`src/rtl/control_all_interrupt.sv`:
```
// control_all_interrupt
//   Main decoder for an RV64I single-cycle core with an external interrupt hook.
//   Everything is combinational from the instruction, the ALU flags and irq_in,
//   except irq_out, which is irq_in delayed by one clk.
//
// Ports
//   clk, rst_n                 clock, asynchronous active-low reset (clears irq_out)
//   instruction[31:0]          instruction word being decoded
//   zero, lt, ltu              ALU compare flags (equal, signed <, unsigned <)
//   irq_in                     external interrupt request
//   aluSel[4:0]                ALU operation select
//   aluSrcA / aluSrcB          operand A: rs1/PC, operand B: rs2/immediate
//   dMemWr / dMemRd            data memory write / read enables
//   PCSrc                      next PC is not PC+4
//   resultSrc[1:0]             writeback select (ALU, memory, PC+4, immediate)
//   immSrc[2:0]                immediate format (I, S, B, J, U)
//   regWr                      register-file write enable
//   jump                       JALR (target computed from rs1)
//   branch_s_o, jump_s_o       branch opcode decoded, JAL/JALR decoded
//   irq_out                    registered interrupt acknowledge
//   trap                       trap taken this cycle
module control_all_interrupt (
  input  logic        clk,
  input  logic        rst_n,
  input  logic [31:0] instruction,
  input  logic        zero,
  input  logic        lt,
  input  logic        ltu,
  input  logic        irq_in,
  output logic [4:0]  aluSel,
  output logic        aluSrcA,
  output logic        aluSrcB,
  output logic        dMemWr,
  output logic        dMemRd,
  output logic        PCSrc,
  output logic [1:0]  resultSrc,
  output logic [2:0]  immSrc,
  output logic        regWr,
  output logic        jump,
  output logic        branch_s_o,
  output logic        jump_s_o,
  output logic        irq_out,
  output logic        trap
);

  localparam logic [6:0] OPC_LOAD    = 7'b0000011;
  localparam logic [6:0] OPC_OPIMM   = 7'b0010011;
  localparam logic [6:0] OPC_OPIMM32 = 7'b0011011;
  localparam logic [6:0] OPC_OP      = 7'b0110011;
  localparam logic [6:0] OPC_OP32    = 7'b0111011;
  localparam logic [6:0] OPC_STORE   = 7'b0100011;
  localparam logic [6:0] OPC_BRANCH  = 7'b1100011;
  localparam logic [6:0] OPC_JAL     = 7'b1101111;
  localparam logic [6:0] OPC_JALR    = 7'b1100111;
  localparam logic [6:0] OPC_LUI     = 7'b0110111;
  localparam logic [6:0] OPC_AUIPC   = 7'b0010111;

  localparam logic [4:0] ALU_ADD  = 5'b00000;
  localparam logic [4:0] ALU_SUB  = 5'b00001;
  localparam logic [4:0] ALU_SLL  = 5'b00010;
  localparam logic [4:0] ALU_SLT  = 5'b00011;
  localparam logic [4:0] ALU_SLTU = 5'b00100;
  localparam logic [4:0] ALU_XOR  = 5'b00101;
  localparam logic [4:0] ALU_SRL  = 5'b00110;
  localparam logic [4:0] ALU_SRA  = 5'b00111;
  localparam logic [4:0] ALU_OR   = 5'b01000;
  localparam logic [4:0] ALU_AND  = 5'b01001;
  localparam logic [4:0] ALU_ADDW = 5'b01010;
  localparam logic [4:0] ALU_SUBW = 5'b01011;
  localparam logic [4:0] ALU_SLLW = 5'b01100;
  localparam logic [4:0] ALU_SRLW = 5'b01101;
  localparam logic [4:0] ALU_SRAW = 5'b01110;

  localparam logic [2:0] IMM_I = 3'b000;
  localparam logic [2:0] IMM_S = 3'b001;
  localparam logic [2:0] IMM_B = 3'b010;
  localparam logic [2:0] IMM_J = 3'b011;
  localparam logic [2:0] IMM_U = 3'b100;

  logic [6:0] opcode;
  logic [2:0] funct3;
  logic       alt;
  logic       word_ok;
  logic       unused_bits;

  assign opcode      = instruction[6:0];
  assign funct3      = instruction[14:12];
  assign alt         = instruction[30];
  // Only ADD/SUB, SLL and SRL/SRA have 32-bit word forms.
  assign word_ok     = (funct3 == 3'b000) || (funct3 == 3'b001) || (funct3 == 3'b101);
  assign unused_bits = ^{instruction[31], instruction[29:15], instruction[11:7]};

  // allow_sub: bit 30 is an immediate bit for ADDI, so only register ops may pick SUB.
  function automatic logic [4:0] alu_int(input logic [2:0] f3, input logic a30,
                                         input logic allow_sub);
    case (f3)
      3'b000:  alu_int = (a30 && allow_sub) ? ALU_SUB : ALU_ADD;
      3'b001:  alu_int = ALU_SLL;
      3'b010:  alu_int = ALU_SLT;
      3'b011:  alu_int = ALU_SLTU;
      3'b100:  alu_int = ALU_XOR;
      3'b101:  alu_int = a30 ? ALU_SRA : ALU_SRL;
      3'b110:  alu_int = ALU_OR;
      default: alu_int = ALU_AND;
    endcase
  endfunction

  function automatic logic [4:0] alu_word(input logic [2:0] f3, input logic a30,
                                          input logic allow_sub);
    case (f3)
      3'b000:  alu_word = (a30 && allow_sub) ? ALU_SUBW : ALU_ADDW;
      3'b001:  alu_word = ALU_SLLW;
      3'b101:  alu_word = a30 ? ALU_SRAW : ALU_SRLW;
      default: alu_word = ALU_ADD;
    endcase
  endfunction

  logic [4:0] alu_sel;
  logic       src_a, src_b, mem_wr, mem_rd, reg_wr, jmp, br, js, cond;
  logic [1:0] res_src;
  logic [2:0] imm_src;

  always_comb begin
    alu_sel = ALU_ADD;
    src_a   = 1'b0;
    src_b   = 1'b0;
    mem_wr  = 1'b0;
    mem_rd  = 1'b0;
    reg_wr  = 1'b0;
    jmp     = 1'b0;
    br      = 1'b0;
    js      = 1'b0;
    cond    = 1'b0;
    res_src = 2'b00;
    imm_src = IMM_I;
    case (opcode)
      OPC_LOAD: if (funct3 != 3'b111) begin
        reg_wr  = 1'b1;
        src_b   = 1'b1;
        mem_rd  = 1'b1;
        res_src = 2'b01;
      end
      OPC_OPIMM: begin
        reg_wr  = 1'b1;
        src_b   = 1'b1;
        alu_sel = alu_int(funct3, alt, 1'b0);
      end
      OPC_OPIMM32: if (word_ok) begin
        reg_wr  = 1'b1;
        src_b   = 1'b1;
        alu_sel = alu_word(funct3, alt, 1'b0);
      end
      OPC_OP: begin
        reg_wr  = 1'b1;
        alu_sel = alu_int(funct3, alt, 1'b1);
      end
      OPC_OP32: if (word_ok) begin
        reg_wr  = 1'b1;
        alu_sel = alu_word(funct3, alt, 1'b1);
      end
      OPC_STORE: if (!funct3[2]) begin
        mem_wr  = 1'b1;
        src_b   = 1'b1;
        imm_src = IMM_S;
      end
      OPC_BRANCH: begin
        br      = 1'b1;
        alu_sel = ALU_SUB;
        imm_src = IMM_B;
        case (funct3)
          3'b000:  cond = zero;
          3'b001:  cond = !zero;
          3'b100:  cond = lt;
          3'b101:  cond = !lt;
          3'b110:  cond = ltu;
          3'b111:  cond = !ltu;
          default: cond = 1'b0;
        endcase
      end
      OPC_JAL: begin
        js      = 1'b1;
        reg_wr  = 1'b1;
        res_src = 2'b10;
        imm_src = IMM_J;
        src_a   = 1'b1;
        src_b   = 1'b1;
      end
      OPC_JALR: begin
        js      = 1'b1;
        jmp     = 1'b1;
        reg_wr  = 1'b1;
        res_src = 2'b10;
        src_b   = 1'b1;
      end
      OPC_LUI: begin
        reg_wr  = 1'b1;
        res_src = 2'b11;
        imm_src = IMM_U;
      end
      OPC_AUIPC: begin
        reg_wr  = 1'b1;
        src_a   = 1'b1;
        src_b   = 1'b1;
        imm_src = IMM_U;
      end
      default: ;
    endcase
  end

  // An interrupt suppresses all architectural side effects and redirects the PC.
  assign aluSel     = alu_sel;
  assign aluSrcA    = src_a;
  assign aluSrcB    = src_b;
  assign resultSrc  = res_src;
  assign immSrc     = imm_src;
  assign jump       = jmp;
  assign branch_s_o = br;
  assign jump_s_o   = js;
  assign regWr      = reg_wr & ~irq_in;
  assign dMemWr     = mem_wr & ~irq_in;
  assign dMemRd     = mem_rd & ~irq_in;
  assign PCSrc      = (br & cond) | js | irq_in;
  assign trap       = irq_in;

  logic irq_q, irq_d;

  assign irq_d = irq_in;

  always_ff @(posedge clk or negedge rst_n) begin
    if (!rst_n) irq_q <= 1'b0;
    else        irq_q <= irq_d;
  end

  assign irq_out = irq_q;

endmodule

```
`config.mk`:
```
export PLATFORM = sky130hd
export DESIGN_NAME = control_all_interrupt
export DESIGN_NICKNAME = d
export VERILOG_FILES = /design/src/rtl/control_all_interrupt.sv
export SDC_FILE = /design/constraint.sdc
export NUM_CORES = 1
export LEC_CHECK = 0
export ABC_CLOCK_PERIOD_IN_PS = 2500
export CAP_MARGIN = 5
export CORE_MARGIN = 10
export CORE_UTILIZATION = 27
export CTS_CLUSTER_DIAMETER = 150
export DETAILED_ROUTE_END_ITERATION = 12
export PLACE_DENSITY = 0.79
export SETUP_SLACK_MARGIN = 0.3
export SLEW_MARGIN = 20
export SYNTH_ARGS = -nofsm -noshare
export SYNTH_HDL_FRONTEND = slang
export SYNTH_SLANG_ARGS = --single-unit
```
`constraint.sdc`:
```
create_clock -name clk -period 2.5 [get_ports clk]
set_input_delay 0.625 -clock clk [delete_from_list [all_inputs] [get_ports clk]]
set_output_delay 0.625 -clock clk [all_outputs]
set_load 0.02 [all_outputs]
```
# == Word level (Yosys, flattened, before mapping) ==
# Cells that the tools add are included.
# totals
register_bits,1
word_cells,67
# op_classes
n_eq_ne,19
n_mux,28
bitwise_logic,7
reduce_logical,12
# op_table
op,n
$pmux 4 s7,2
$eq 7x6->1 const B,4
$pmux 4 s3,2
$eq 7x5->1 const B,3
$eq 7x7->1 const B,3
$pmux 4 s5,1
$mux 1,15
$eq 3x3->1 const B,4
$pmux 3 s4,1
$mux 4,2
$reduce_or 2->1,4
$eq 7x2->1 const B,1
$eq 3x2->1 const B,2
$pmux 1 s6,1
$pmux 2 s3,1
$reduce_or 6->1,1
$and 1x1->1,4
$pmux 1 s4,1
$reduce_or 4->1,1
$eq 3x1->1 const B,1
$logic_not 1->1,3
$logic_not 3->1,1
$ne 3x3->1 const B,1
$pmux 1 s3,1
other kinds (4),6

# == Logic depth before layout (Yosys ltp) ==
# depth
word_depth,6
ltp_mapped,5

# == Worst setup path before layout ==
# OpenSTA, ideal clock, no wires.
# synth_timing
path_kind,input-to-output
start,input port instruction[2]
end,output port dMemRd
arrival_ps,1822
required_time_ps,1875
slack_ps,53
cell_stages,3
n_path_buf,0
cell_sequence,nand4bb_4 or3_1 nor4_1
# synth_between
elab_chain_cells,3
# synth_lines
element,line_no,text
from (decl),25,"input logic [31:0] instruction,"
$eq 7x2->1,136,case (opcode)
$mux 1,136,
$and 1x1->1,221,assign dMemRd = mem_rd & ~irq_in;
to (decl),34,"output logic dMemRd,"
# Every way passes these cells.

# == Worst setup path in the final report ==
# layout_timing
start,input port instruction[14]
end,output port resultSrc[0]
# layout_between
elab_chain_cells,3
# layout_lines
element,line_no,text
$ne 3x3->1,137,OPC_LOAD: if (funct3 != 3'b111) begin
$mux 1,137,
$pmux 2 s3,136,
to (decl),36,"output logic [1:0] resultSrc,"
# Every way passes these cells.

==> results.yml <==
outcome:
  status: "finished, final reports clean"
logic_synthesis:
  synth.area.mux_share: 0.01887
  synthSimpleGateAreaFrac: 0.4811
  synth.distinct_cells: 43
  synth_top_family_by_area: "simple AND/OR/NAND/NOR gates"
  synth-seq-cells: 1
  yosys.area_share.adder: 0
  synth_compound_area_frac: 0.3255
  syn_area_um2: 530.5
  synth_warnings: 0
  synth_cells: 73
  syn_area_per_cell_um2: 7.267
  ys_seq_area_frac: 0.04717
  syn_nets: 111
  synthXorXnorAreaFrac: 0.03302
timing:
  finalSetupViolCount: 0
  period_minus_slack_ps: 2488
  hold_viol: 0
  post-route-period-util: 0.9950
  setup_tns_ps: 0
  rsz0062_at_grt: "true"
  max_freq_mhz: 402.0
  hold_ws_ps: 776.3
  slew_violations: 0
drt:
  wire_per_inst_um: 18.83
  dr.pass1.iters: 4
  ant_nets: 0
  viasPerCell: 5.202
  vias: 848
  drcViolationCount: 0
  drt_wl_total_um: 3070
  drt_iter0_markers: 23
finish:
  final_common_cell: "buf_6"
  final_cell_mix: "buf_6, buf_4, nand2_1"
  drive_gt1_frac: 0.7246
  nNetsFinal: 178
  largest_register_ffs: 1
  diodes: 0
  nFillCells: 128
  multi_input_area_um2: 626.9
  regArea_um2: 25.02
  area_growth_pct: 161.6
worst_setup_path:
  crit_fanout: 2
  critPathBufInv: 2
  cp.required_ps: 1880
  start_kind: "primary input"
  path_delay_family: "simple AND/OR/NAND/NOR gates"
  crit_arrival_ps: 1860
  end_kind: "output pin"
  slowest_delay_ps: 430
  crit_start: "instruction[14]"
  critPathKind: "primary input to output pin"
  cp_cell_sequence: "buf_6 -> and3_4 -> or4_4 -> a2111oi_4 -> buf_4"
  cp_slowest_cell: "or4_4"
power_and_ir_drop:
  total_power_w: 0.0001811
  peakVddDrop_uv: 102.1
  p_leak_nw: 0.6324
  p_per_area_nw_per_um2: 130.5
place:
  gp_congestion: 0.8905
  hpwl_um: 2122
  port_buffers: 36
floorplanning:
  start_util: 0.2944
  rows: 15
  die_area_um2: 4138
  ios: 59
  die_w_um: 64.33
  dieHeight_um: 64.33
  core_um2: 1802
hold_path:
  hp-class: "primary input to asynchronous set/reset pin"
grt:
  grt_max_degree: 14
  track_usage: 0.1325
  grt_overflow_total: 0
  grt_pass1_wl_um: 4636
  antenna_found_initial: 0
  grt_pass1_vias: 877
cts:
  clk_pin_slew_ps: 0
job:
  drv_cap: 0
## metrics by stage
stage	instances	setup slack [ps]	instance area, um^2	utilization
floorplan	73	157.9	564.3	-
global placement	154	-789.9	1109	0.6153
detailed placement	154	-827.5	1109	0.6153
CTS	159	4.356	1234	0.6847
global route	163	-36.36	1388	0.7701
finish	163	12.45	1388	0.7701
## layout make-up
cell class              instances  area share
inverters                       2    0.005410
well taps                      25     0.02254
multi-input cells              64      0.4518
flip-flops and latches          1     0.01803
repair buffers                 71      0.5023
## logic make-up (layout without fill, tap and decap cells)
logic type | count (synthesis) | in the layout
buffers and inverters | 8 | 73
AO/OA/AOI/OAI | 21 | 21
flip-flops | 1 | 1
multiplexers | 1 | 1
AND/OR/NAND/NOR | 39 | 39
XOR/XNOR | 2 | 2
other | 1 | 1
## cell usage after synthesis
cell,count,area share
a31oi_1,1,0.012
nor2_1,6,0.042
o22ai_1,1,0.012
o211ai_1,1,0.014
nand4bb_4,1,0.052
nor4_4,1,0.040
o32ai_2,1,0.031
nor4_1,2,0.024
a2111oi_4,1,0.052
buf_2,1,0.0094
o21ai_0,3,0.028
o2bb2ai_1,1,0.017
or2_2,1,0.012
xor2_1,1,0.017
buf_4,2,0.028
or3_1,1,0.012
and3_4,1,0.021
clkbuf_1,2,0.014
conb_1,1,0.0071
and3b_1,1,0.017
nor3_1,4,0.038
nand2_2,1,0.012
xnor2_1,1,0.017
a211o_1,1,0.017
mux2i_1,1,0.019
or4_4,1,0.021
nand2_1,8,0.057
nand2b_2,1,0.017
inv_1,2,0.014
nand3_1,3,0.028
nand4b_1,1,0.017
nand2b_1,4,0.047
buf_6,1,0.021
nand3b_1,1,0.014
a21oi_1,3,0.028
o31ai_1,1,0.014
o21ai_1,1,0.0094
dfrtp_1,1,0.047
nor2_2,1,0.012
o2111ai_1,1,0.017
a22oi_1,2,0.028
a21o_1,2,0.028
a32o_1,1,0.019
## layer usage
metal / vias up / global-route usage / routed length [um]
li1: 407 / - / -
met1: 399 / 0.1440 / 1136
met2: 32 / 0.2500 / 1642
met3: 10 / 0.02613 / 169
met4: 0 / 0.03743 / 122
met5: - / 0 / 0
## worst paths after layout
| kind | end | slack, ps | depth (start not counted) |
|---|---|---|---|
| min in group clk | irq_out | 910 | 2 |
| min | irq_out | 780 | 1 |
| max in group asynchronous | irq_out | 1620 | 1 |
| max | resultSrc[0] | 10 | 5 |
## power breakdown
part	internal [W]	leakage (nW)	total, W	switching (W)
Combinational	0.0000846	0.621	0.000164	0.0000790
Sequential	0.0000173	0.0117	0.0000175	0.000000183
Clock	0	0	0	0
## timing repair
action,CTS,global route
endpoints found under the setup margin,19,18
hold buffers,0,0
buffers inserted,5,4
gates resized for setup,184,30
pin swaps,27,18
(Power assumes the default switching activity.)
